$ cat src/rtl/bus_arbiter.sv
// bus_arbiter: round-robin owner of the shared serial slave port, with one-hot registered grant.
// Optional owner-idle grant revocation is compiled in with `define ARB_TIMEOUT_EN.
`default_nettype none

module bus_arbiter #(
  parameter int NUM_MASTERS = 2,
  parameter int TIMEOUT     = 64
) (
  input  logic                   clk,
  input  logic                   rstn,
  input  logic [NUM_MASTERS-1:0] breq,
  output logic [NUM_MASTERS-1:0] bgrant,
  input  logic [NUM_MASTERS-1:0] mwdata,
  input  logic [NUM_MASTERS-1:0] mmode,
  input  logic [NUM_MASTERS-1:0] mvalid_in,
  output logic                   swdata,
  output logic                   smode,
  output logic                   mvalid,
  input  logic                   srdata,
  input  logic                   svalid,
  output logic [NUM_MASTERS-1:0] mrdata,
  output logic [NUM_MASTERS-1:0] msvalid,
  output logic [((NUM_MASTERS > 1) ? $clog2(NUM_MASTERS) : 1)-1:0] owner,
  output logic                   busy,
  output logic                   timeout
);

  localparam int OW = (NUM_MASTERS > 1) ? $clog2(NUM_MASTERS) : 1;
  localparam int SW = OW + 1;

  typedef enum logic [1:0] {
    S_IDLE    = 2'd0,
    S_GRANTED = 2'd1,
    S_RELEASE = 2'd2
  } state_t;

  state_t                 r_state, w_state_nxt;
  logic [NUM_MASTERS-1:0] r_bgrant, w_bgrant_nxt, w_req;
  logic [OW-1:0]          r_owner, w_owner_nxt, r_ptr, w_ptr_nxt, w_win;
  logic                   r_busy, w_busy_nxt, w_found, w_tmo_hit;
  logic [SW-1:0]          w_sum;

`ifdef ARB_TIMEOUT_EN
  localparam int CW = $clog2(TIMEOUT + 1);
  logic [CW-1:0]          r_idle_cnt;
  logic [NUM_MASTERS-1:0] r_mask;
  logic                   r_timeout;

  assign w_req     = breq & ~r_mask;
  assign w_tmo_hit = (r_state == S_GRANTED) && breq[r_owner] && !mvalid_in[r_owner] &&
                     (r_idle_cnt == CW'(TIMEOUT - 1));
  assign timeout   = r_timeout;

  // Mask bit is set on revocation and only drops once the master lets go of breq.
  always_ff @(posedge clk or negedge rstn) begin
    if (!rstn) begin
      r_idle_cnt <= '0;
      r_mask     <= '0;
      r_timeout  <= 1'b0;
    end else begin
      r_timeout <= w_tmo_hit;
      r_mask    <= (r_mask & breq) | (w_tmo_hit ? (NUM_MASTERS'(1) << r_owner) : '0);
      if (r_state != S_GRANTED || mvalid_in[r_owner])
        r_idle_cnt <= '0;
      else
        r_idle_cnt <= r_idle_cnt + 1'b1;
    end
  end
`else
  assign w_req     = breq;
  assign w_tmo_hit = 1'b0;
  assign timeout   = (TIMEOUT < 0);
`endif

  // First unmasked requester at or after the rr pointer, wrapping.
  always_comb begin
    w_found = 1'b0;
    w_win   = '0;
    w_sum   = '0;
    for (int i = 0; i < NUM_MASTERS; i++) begin
      w_sum = {1'b0, r_ptr} + SW'(i);
      if (w_sum >= SW'(NUM_MASTERS))
        w_sum = w_sum - SW'(NUM_MASTERS);
      if (!w_found && w_req[w_sum[OW-1:0]]) begin
        w_found = 1'b1;
        w_win   = w_sum[OW-1:0];
      end
    end
  end

  always_comb begin
    w_state_nxt  = r_state;
    w_bgrant_nxt = r_bgrant;
    w_owner_nxt  = r_owner;
    w_busy_nxt   = r_busy;
    w_ptr_nxt    = r_ptr;
    case (r_state)
      S_IDLE: begin
        if (w_found) begin
          w_state_nxt  = S_GRANTED;
          w_bgrant_nxt = NUM_MASTERS'(1) << w_win;
          w_owner_nxt  = w_win;
          w_busy_nxt   = 1'b1;
          w_ptr_nxt    = (w_win == OW'(NUM_MASTERS - 1)) ? '0 : w_win + 1'b1;
        end
      end
      S_GRANTED: begin
        if (!breq[r_owner] || w_tmo_hit) begin
          w_state_nxt  = S_RELEASE;
          w_bgrant_nxt = '0;
          w_busy_nxt   = 1'b0;
        end
      end
      S_RELEASE: w_state_nxt = S_IDLE;
      default: begin
        w_state_nxt  = S_IDLE;
        w_bgrant_nxt = '0;
        w_busy_nxt   = 1'b0;
      end
    endcase
  end

  always_ff @(posedge clk or negedge rstn) begin
    if (!rstn) begin
      r_state  <= S_IDLE;
      r_bgrant <= '0;
      r_owner  <= '0;
      r_busy   <= 1'b0;
      r_ptr    <= '0;
    end else begin
      r_state  <= w_state_nxt;
      r_bgrant <= w_bgrant_nxt;
      r_owner  <= w_owner_nxt;
      r_busy   <= w_busy_nxt;
      r_ptr    <= w_ptr_nxt;
    end
  end

  // Return lines reach only the owner; everything is quiet without a grant.
  always_comb begin
    swdata  = 1'b0;
    smode   = 1'b0;
    mvalid  = 1'b0;
    mrdata  = '0;
    msvalid = '0;
    if (r_busy) begin
      swdata           = mwdata[r_owner];
      smode            = mmode[r_owner];
      mvalid           = mvalid_in[r_owner];
      mrdata[r_owner]  = srdata;
      msvalid[r_owner] = svalid;
    end
  end

  assign bgrant = r_bgrant;
  assign owner  = r_owner;
  assign busy   = r_busy;

endmodule

`default_nettype wire

$ cat config.mk
export PLATFORM = sky130hd
export DESIGN_NAME = bus_arbiter
export DESIGN_NICKNAME = d
export VERILOG_FILES = /design/src/rtl/bus_arbiter.sv
export SDC_FILE = /design/constraint.sdc
export NUM_CORES = 1
export LEC_CHECK = 0
export CAP_MARGIN = 10
export CORE_UTILIZATION = 25
export CTS_CLUSTER_DIAMETER = 120
export DETAILED_ROUTE_END_ITERATION = 12
export GPL_TIMING_DRIVEN = 0
export PLACE_DENSITY_LB_ADDON = 0.12
export SYNTH_ARGS = -nofsm -noshare
export SYNTH_HDL_FRONTEND = slang
export SYNTH_SLANG_ARGS = --single-unit
$ cat constraint.sdc
create_clock -name clk -period 2.1 [get_ports clk]
set_input_delay 0.42 -clock clk [delete_from_list [all_inputs] [get_ports clk]]
set_output_delay 0.42 -clock clk [all_outputs]
set_load 0.005 [all_outputs]
==> results of run 1 <==
## registers in the layout, indices dropped and copies added (netlist names)
signal   cells
owner        1
r_ptr        1
r_state      2
bgrant       2
busy         1
## worst paths after layout
check,from,depth (start not counted),to,slack [ps]
max in group asynchronous,rstn,1,r_state[0],1430
min reg2reg,bgrant[1],1,bgrant[1],490
min,rstn,1,bgrant[1],430
min in group clk,breq[1],2,r_ptr,470
max reg2reg,owner,4,bgrant[0],920
max,mmode[1],4,smode,120
## per-layer routing
metal	global-route usage	up-vias
met3	0.04898	0
met4	0.01818	0
met2	0.1412	10
li1	-	219
met1	0.1353	183
met5	0	-
## per-stage QoR
stage | util | hold WS [ps]
finish | 0.4498 | 433.4
floorplan | - | 124.4
detailed placement | 0.4333 | 488.5
global placement | 0.4333 | 485.9
global route | 0.4498 | 460.1
CTS | 0.4498 | 439.6
## power by group through the flow
stage          clock network, uW  logic [uW]  registers, uW
6_report                     117         522            250
5_1_grt                      127         575            262
4_1_cts                      122         529            252
3_5_place_dp                   0         527            254
3_3_place_gp                   0         525            254
2_1_floorplan                  0         305            247
## final cells by class
| cell class | instances | area [sq um] |
|---|---|---|
| flip-flops and latches | 7 | 175.2 |
| inverters | 4 | 15.01 |
| plain buffers | 4 | 28.78 |
| well taps | 24 | 30.03 |
| multi-input cells | 34 | 231.5 |
| repair buffers | 21 | 210.2 |
| clock buffers | 4 | 26.28 |
| fillers | 156 | 877.1 |
## kinds of logic (layout without fill, tap and decap cells)
group                  Yosys count  after routing  share of synthesized area
buffers and inverters            8             33                    0.09720
DFF                              7              7                     0.3889
muxes                            4              4                    0.08889
AOI/OAI and AO/OA               13             13                     0.2139
and+or+nand+nor                 16             16                     0.2028
other                            1              1                   0.008325
## layout by cell type, fill, tap and decap left out, types with 2 or more instances in the layout
| cell type | Yosys | final |
|---|---|---|
| sky130_fd_sc_hd__a21oi_1 | 4 | 4 |
| sky130_fd_sc_hd__a31oi_1 | 2 | 2 |
| sky130_fd_sc_hd__a32o_2 | 2 | 2 |
| sky130_fd_sc_hd__clkbuf_4 | 0 | 3 |
| sky130_fd_sc_hd__clkdlybuf4s50_1 | 0 | 21 |
| sky130_fd_sc_hd__dfrtp_1 | 7 | 7 |
| sky130_fd_sc_hd__inv_1 | 4 | 4 |
| sky130_fd_sc_hd__mux2i_1 | 4 | 4 |
| sky130_fd_sc_hd__nand2_1 | 2 | 2 |
| sky130_fd_sc_hd__nand2b_1 | 4 | 4 |
| sky130_fd_sc_hd__nor2_1 | 4 | 4 |
| sky130_fd_sc_hd__nor2b_1 | 3 | 3 |
## synthesized netlist by cell type (2+ instances only)
cell type	count	share of area
sky130_fd_sc_hd__inv_1	4	0.033
sky130_fd_sc_hd__a21oi_1	4	0.044
sky130_fd_sc_hd__nand2_1	2	0.017
sky130_fd_sc_hd__dfrtp_1	7	0.39
sky130_fd_sc_hd__nand2b_1	4	0.056
sky130_fd_sc_hd__a32o_2	2	0.050
sky130_fd_sc_hd__a31oi_1	2	0.028
sky130_fd_sc_hd__nor2b_1	3	0.042
sky130_fd_sc_hd__nor2_1	4	0.033
sky130_fd_sc_hd__mux2i_1	4	0.089
==> flow_summary.yaml, run 1 <==
power_and_ir_drop:
  p_clk_frac: 0.131
  cellLeakagePower_uw: 0.0003269
  power_density_mw_per_mm2: 1239
  fin_total_pwr_uw: 888.3
  power.switching_uw: 298.0
  power_frac_comb: 0.588
  power.share.switching: 0.3354
  irDropWorstVdd_mv: 0.5406
  power_report.internal_total_uw: 590.3
  seq_power_share: 0.281
synthesis:
  postSynthNetCount: 61
  netlist_area_sq_um: 450.4
  syn_area_per_cell_sq_um: 9.192
  number_of_warnings_issued_by_yosys: 0
  postSynth.asyncResetShare: 1.000
  yosys.cell_types.count: 23
  synth_flop_cell: "sky130_fd_sc_hd__dfrtp_1"
  synth.ff_latch_count: 7
  synth_edf_count: 0
  synth_cells: 49
  synth_sequential_area_ratio: 0.3889
die:
  die_h_microns: 44.45
  core_area_sq_mm: 0.001594
  floorplan.io_pins: 24
  initial_util: 0.2826
  design.die.area_sq_mm: 0.001975
  rows: 14
  chipWidth_microns: 44.45
cts:
  cts_root_buffer: "sky130_fd_sc_hd__clkbuf_4"
  cts-hold-fix-buffers: 0
  cts_setup_buffers: 0
  cts.sink_count: 7
  cts-htree-levels: 1
  clock_insertion_delay_worst_skew_ps: 250
  cts.repair.resized: 0
  ctsLongestPathBuffers: 2
  cts_buffers: 3
  cts_tree: "yes"
  clk_pin_slew_ps: 50
worst_setup_path:
  critical-path-top-cell-by-count: "sky130_fd_sc_hd__clkdlybuf4s50_1"
  worstSetupPathType: "input pin to output pin"
  crit_arrival_ps: 1560
  critical_path.slowest_cell: "sky130_fd_sc_hd__clkdlybuf4s50_1"
  worst-endpoint-required_ps: 1680
  cp_cell_sequence: "clkdlybuf4s50_1 > mux2i_1 > nor2b_1 > clkdlybuf4s50_1"
  critical-path-top-delay-family: "buffers and inverters"
  worstSetupStartpointType: "input pin"
  path_max_fanout: 1
  end_kind: "output pin"
  critPathBufInv: 2
  max_stage_delay_ps: 510
drt:
  drt-wirelength-per-cell_microns: 9.306
  initialDrtViolationCount: 12
  post_drt_via_cell_ratio: 4.204
  drt_first_pass_iters: 4
  postRouteWirelength_microns: 912
  top_layer_used: "met3"
  m1WireLength_microns: 464
  vias: 412
  met2RoutedLength_microns: 416
  route.detailed.drc: 0
  postRouteAntennaNets: 0
  wl_met3_microns: 31
finish:
  area_growth_syn_to_layout_pct: 59.17
  insertedDiodeCount: 0
  final_cell_count_no_fill: 98
  layout.cell_area.non_filler_sq_um: 716.9
  final_net_count: 87
  layout-drive-gt1-share: 0.1622
timing:
  timing.final.crit_period_ps: 1978
  finalWorstSetupSlack_ps: 121.7
  layout_worst_path_cycle_share: 0.9420
  grt_setup_unrepaired: "no"
  final_max_slew_viol_count: 0
  totalNegativeSetupSlack_ps: 0
  setup_viol_count_final: 0
  timing_hold_violations_final: 0
  max_freq_mhz: 505.5
  worst_clock_skew_ps: 0.09631
place:
  place_congestion: 0.6885
  port_buffers: 21
  place_worst_setup_slack_ps: 125.2
  place.detailed.instances: 94
  detailed_place.area_sq_um: 690.7
  hpwl_microns: 720.5
grt:
  global_route.usage.total: 0.09882
  grt_pass1_wl_mm: 1.435
  grt_start_max_net_pins: 10
  antenna_found_initial: 0
  via_count_of_the_first_global_routing_pass: 330
  globalRouteOverflowTotal: 0
run:
  timing.max_cap.violations: 0
status:
  run_status: "complete, no violations"
hold_path:
  hold_class: "input pin to asynchronous set/reset pin"
Note: power is estimated with default switching activity, not from simulation.
==> run 2, diff against run 1 <==
Settings changed: CAP_MARGIN 10 to 20.
Clock period 2.1 ns to 2.5 ns, I/O delays scaled along.
==> results of run 2 <==
The final DEF is identical to that of run 1. Status: complete, no violations.
Among the figures that moved: setup slack after placement 125.2 ps -> 365.2 ps; setup slack after layout 121.7 ps -> 361.7 ps; hold slack 433.4 ps -> 492.7 ps; register-to-register setup slack 920 ps -> 1320 ps; total power 888.3 uW -> 746.2 uW; worst IR drop on VDD 0.5406 mV -> 0.4541 mV
==> run 3, diff against run 2 <==
Settings changed: CELL_PAD_IN_SITES_DETAIL_PLACEMENT set to 1, CELL_PAD_IN_SITES_GLOBAL_PLACEMENT set to 1.
==> run 3 against run 2 <==
- die area unchanged
- global-route usage up 4.1 points
- total power up 3.6%
- highest routed layer unchanged
- worst hold slack better by 6.3 ps
- setup slack worse by 16 ps
- final cell count unchanged
- critical path type unchanged
- via count up 2.9%
- wire length up 37%
- critical endpoint is now mvalid
==> flow_summary.yaml, run 3 (synthesis results as in run 1) <==
timing:
  max_freq_mhz: 464.1
  totalNegativeSetupSlack_ps: 0
  grt_setup_unrepaired: "no"
  final_max_slew_viol_count: 0
  finalWorstSetupSlack_ps: 345.3
  setup_viol_count_final: 0
  timing.final.crit_period_ps: 2155
  layout_worst_path_cycle_share: 0.8619
  timing_hold_violations_final: 0
  worst_clock_skew_ps: 2.876
hold_path:
  hold_class: "flip-flop to flip-flop"
  hold_path_depth: 1
finish:
  insertedDiodeCount: 0
  commonest_non_fill_non_tap_cells_in_the_layout: "21 x sky130_fd_sc_hd__clkdlybuf4s50_1, 7 x sky130_fd_sc_hd__dfrtp_1"
  area_growth_syn_to_layout_pct: 59.17
  most_frequent_standard_cell_in_the_layout_excluding_fill_and_tap_cells: "sky130_fd_sc_hd__clkdlybuf4s50_1"
  layout-drive-gt1-share: 0.1622
  final_net_count: 87
  finish.utilization: 0.4498
run:
  timing.max_cap.violations: 0
worst_setup_path:
  worstSetupPathType: "input pin to output pin"
  path_max_fanout: 1
  worst-endpoint-required_ps: 2000
  end_kind: "output pin"
  worstSetupStartpointType: "input pin"
  crit_arrival_ps: 1650
  worstRegToRegCells: 4
cts:
  clock_insertion_delay_worst_skew_ps: 250
  cts.repair.resized: 0
  cts-htree-levels: 1
  cts-hold-fix-buffers: 0
  cts.sink_count: 7
  cts_setup_buffers: 0
  clk_pin_slew_ps: 50
  cts_tree: "yes"
  cts_root_buffer: "sky130_fd_sc_hd__clkbuf_4"
  ctsLongestPathBuffers: 2
  cts_buffers: 3
drt:
  postRouteWirelength_mm: 1.247
  drt_first_pass_iters: 2
  vias: 424
  postRouteAntennaNets: 0
  route.detailed.drc: 0
  post_drt_via_cell_ratio: 4.327
  initialDrtViolationCount: 7
  drt-wirelength-per-cell_microns: 12.72
place:
  hpwl_microns: 951.1
  port_buffers: 21
  place_congestion: 0.6619
  place_worst_setup_slack_ps: 326.8
grt:
  via_count_of_the_first_global_routing_pass: 393
  globalRouteOverflowTotal: 0
  grt_start_max_net_pins: 10
  global_route.usage.total: 0.1395
  antenna_found_initial: 0
  grt_pass1_wl_mm: 1.945
power_and_ir_drop:
  cellLeakagePower_uw: 0.0003269
  power_report.internal_total_uw: 496.3
  p_clk_frac: 0.134
  power.switching_uw: 276.6
  seq_power_share: 0.278
  irDropWorstVdd_mv: 0.4890
  power.share.switching: 0.3579
  power_density_mw_per_mm2: 1078
  power_frac_comb: 0.587
die:
  floorplan.io_pins: 24
  design.die.area_sq_mm: 0.001975
  die_h_microns: 44.45
  initial_util: 0.2826
  core_area_sq_mm: 0.001594
  rows: 14
  chipWidth_microns: 44.45
status:
  run_status: "complete, no violations"
run 3: cell counts in the layout (fill, tap and decap cells not counted):
No cell type changed its count.
run 3: final timing paths:
| kind | from | to | slack [ps] |
|---|---|---|---|
| max | mvalid_in[1] | mvalid | 350 |
| min | bgrant[1] | bgrant[1] | 500 |
| max reg2reg | owner | bgrant[0] | 1230 |
| min reg2reg | bgrant[1] | bgrant[1] | 500 |
| max in group asynchronous | rstn | bgrant[1] | 1710 |
| min in group asynchronous | rstn | r_state[0] | 520 |
run 3: metal layers:
metal | vias up | track usage | part of all wire
li1 | 218 | - | -
met1 | 189 | 0.1960 | 0.50
met2 | 17 | 0.1971 | 0.44
met3 | 0 | 0.08163 | 0.063
met4 | 0 | 0 | 0
met5 | - | 0 | 0
run 3: final cells by class:
type | count | area, sq um
tap | 24 | 30.03
multi-input combinational | 34 | 231.5
buffer | 4 | 28.78
fill | 192 | 877.1
timing repair buffer | 21 | 210.2
inverter | 4 | 15.01
clock buffer | 4 | 26.28
sequential | 7 | 175.2
run 3: worst max-delay path, stage by stage:
cell and delay, ps:
sky130_fd_sc_hd__clkdlybuf4s50_1 470, sky130_fd_sc_hd__mux2i_1 80, sky130_fd_sc_hd__nor2b_1 100, sky130_fd_sc_hd__clkdlybuf4s50_1 510
run 3: power groups by stage:
stage | logic [uW] | registers [uW] | clock network (uW)
2_1_floorplan | 256 | 208 | 0
3_3_place_gp | 446 | 213 | 0
3_5_place_dp | 455 | 217 | 0
4_1_cts | 457 | 215 | 108
5_1_grt | 496 | 224 | 115
6_report | 454 | 215 | 104
run 3: stage by stage:
stage	cells	hold slack, ps	power, uW	area (sq um)
final	98	499.0	772.9	716.9
after global routing	98	526.2	835.2	716.9
after CTS	98	508.5	779.7	716.9
after detailed placement	94	496.7	671.2	690.7
after global placement	94	485.6	658.6	690.7
after floorplan	49	204.4	463.9	450.4
==> edit, RTL diff (config.mk and constraints of run 1) <==
Add an input register stage for `mmode`, without a reset; this delays it by one clock. The other inputs are not delayed to match.
--- a/src/rtl/bus_arbiter.sv
+++ b/src/rtl/bus_arbiter.sv
@@ -33,6 +33,12 @@
     S_GRANTED = 2'd1,
     S_RELEASE = 2'd2
   } state_t;
+
+  logic [NUM_MASTERS-1:0] mmode_q;
+
+  always_ff @(posedge clk) begin
+    mmode_q <= mmode;
+  end
 
   state_t                 r_state, w_state_nxt;
   logic [NUM_MASTERS-1:0] r_bgrant, w_bgrant_nxt, w_req;
@@ -145,7 +151,7 @@
     msvalid = '0;
     if (r_busy) begin
       swdata           = mwdata[r_owner];
-      smode            = mmode[r_owner];
+      smode            = mmode_q[r_owner];
       mvalid           = mvalid_in[r_owner];
       mrdata[r_owner]  = srdata;
       msvalid[r_owner] = svalid;
Behaviour: not the same (Yosys sat finds a counterexample within 4 cycles, from zero or initial values and one cycle with rstn low).
==> edit against run 1 <==
Synthesized area grew 5.0%; combinational power decreased by 3%; sequential power is 19% higher; total power grew 5.4%; wire length rose by 19%; first-iteration DRC count is 17% lower; worst setup slack got worse by 0.033 ns; sequential cell count grew 2; clock power grew 16%; global-route usage is 2.8 points higher; count of clock-buffer cells in the layout unchanged; cell area increased by 4.7%.
==> edit: results (changes against run 1) <==
<table>
<tr><th>Metric</th><th>Value</th></tr>
<tr><th colspan="2">Detailed routing</th></tr>
<tr><td>Detailed-route vias per instance</td><td>4.485 (+6.7%)</td></tr>
<tr><td>Via Count</td><td>444 (+7.8%)</td></tr>
<tr><td>Routed wire per std cell</td><td>10.96 um (+18%)</td></tr>
<tr><td>First DRT Iteration DRCs</td><td>10 (-2)</td></tr>
<tr><th colspan="2">Placement</th></tr>
<tr><td>Post-DP HPWL</td><td>765.2 um (+6.2%)</td></tr>
<tr><td>Final estimated routing congestion in global placement</td><td>0.6781 (-1.5%)</td></tr>
<tr><td>Setup slack at placement</td><td>0.08567 ns (-0.03949 ns)</td></tr>
<tr><td>Post-placement cell count</td><td>95 (+1.1%)</td></tr>
<tr><th colspan="2">Logic synthesis</th></tr>
<tr><td>Top area cells in the synthesized netlist</td><td>sky130_fd_sc_hd__dfrtp_1 (37%), sky130_fd_sc_hd__dfxtp_1 (8.5%), sky130_fd_sc_hd__mux2i_1 (6.3%), sky130_fd_sc_hd__buf_6 (4.8%), sky130_fd_sc_hd__nor3b_1 (4.8%)</td></tr>
<tr><td>Portion of the post-synthesis area used by sequential elements</td><td>45.50% (+6.6 points)</td></tr>
<tr><th colspan="2">Clock network</th></tr>
<tr><td>Clock-pin transition on the worst setup and hold timing paths</td><td>0.07 ns (+0.02 ns)</td></tr>
<tr><th colspan="2">Power and ir drop</th></tr>
<tr><td>Worst-case vdd ir drop</td><td>0.5390 mV (-0.30%)</td></tr>
<tr><td>Relative contribution of combinational cells to total power</td><td>53.8% (-5.0 points)</td></tr>
<tr><td>Power density over cell area</td><td>1247 nW/um2 (+0.63%)</td></tr>
<tr><td>Lkg Pwr</td><td>0.3238 nW (-0.95%)</td></tr>
<tr><td>Switching pwr</td><td>322.2 uW (+8.1%)</td></tr>
<tr><th colspan="2">Global routing</th></tr>
<tr><td>Number of global-route vias before repair</td><td>401 (+22%)</td></tr>
<tr><td>Wire length of the first global-routing pass</td><td>1828 um (+27%)</td></tr>
<tr><th colspan="2">Worst setup path</th></tr>
<tr><td>Launch point of the worst path</td><td>srdata</td></tr>
<tr><td>R2r startpoint</td><td>r_state[1]</td></tr>
<tr><td>Reg-to-Reg End</td><td>bgrant[1]</td></tr>
<tr><td>Register-to-register setup slack</td><td>0.96 ns (+0.04 ns)</td></tr>
<tr><td>Worst setup path end</td><td>mrdata[0]</td></tr>
<tr><th colspan="2">Finish</th></tr>
<tr><td>Storage element area</td><td>215.2 um2 (+23%)</td></tr>
<tr><td>Count of multi-input gates</td><td>32 (-5.9%)</td></tr>
<tr><td>Number of fillers in the final layout</td><td>180 (+15%)</td></tr>
<tr><td>Fraction of final layout cells sized beyond drive strength 1</td><td>10.81% (-5.4 points)</td></tr>
<tr><th colspan="2">Timing</th></tr>
<tr><td>Smallest hold slack</td><td>0.4221 ns (-0.01128 ns)</td></tr>
<tr><th colspan="2">Run status</th></tr>
<tr><td>Run status</td><td>completed</td></tr>
</table>
edit: cell count changes after synthesis, moves of 2 or more:
cell                       change
sky130_fd_sc_hd__nor3b_1       +3
sky130_fd_sc_hd__a32o_2        -2
sky130_fd_sc_hd__and3_1        +2
sky130_fd_sc_hd__dfxtp_1       +2
sky130_fd_sc_hd__nand2_1       -2
sky130_fd_sc_hd__nand2b_1      -2
sky130_fd_sc_hd__nor2b_1       -2
edit: cell families after synthesis:
family	after synthesis	synth area share, %
buffers and inverters	7	9.523
AO/OA/AOI/OAI	12	17.46
flip-flops	9	45.50
multiplexers	4	8.730
other	1	0.7929
AND/OR/NAND/NOR	15	17.99
edit: layer usage:
layer,part of all wire [%],global-route usage (%),vias up
li1,-,-,223
met2,44,17.14,14
met4,1.1,3.636,0
met3,6.7,6.746,2
met1,48,17.20,205
met5,0,0,-
edit: worst max-delay path: cells and delay by family:
family / cells / cell delay, ns
buf+inv: 2 / 1.00
simple gates: 1 / 0.18
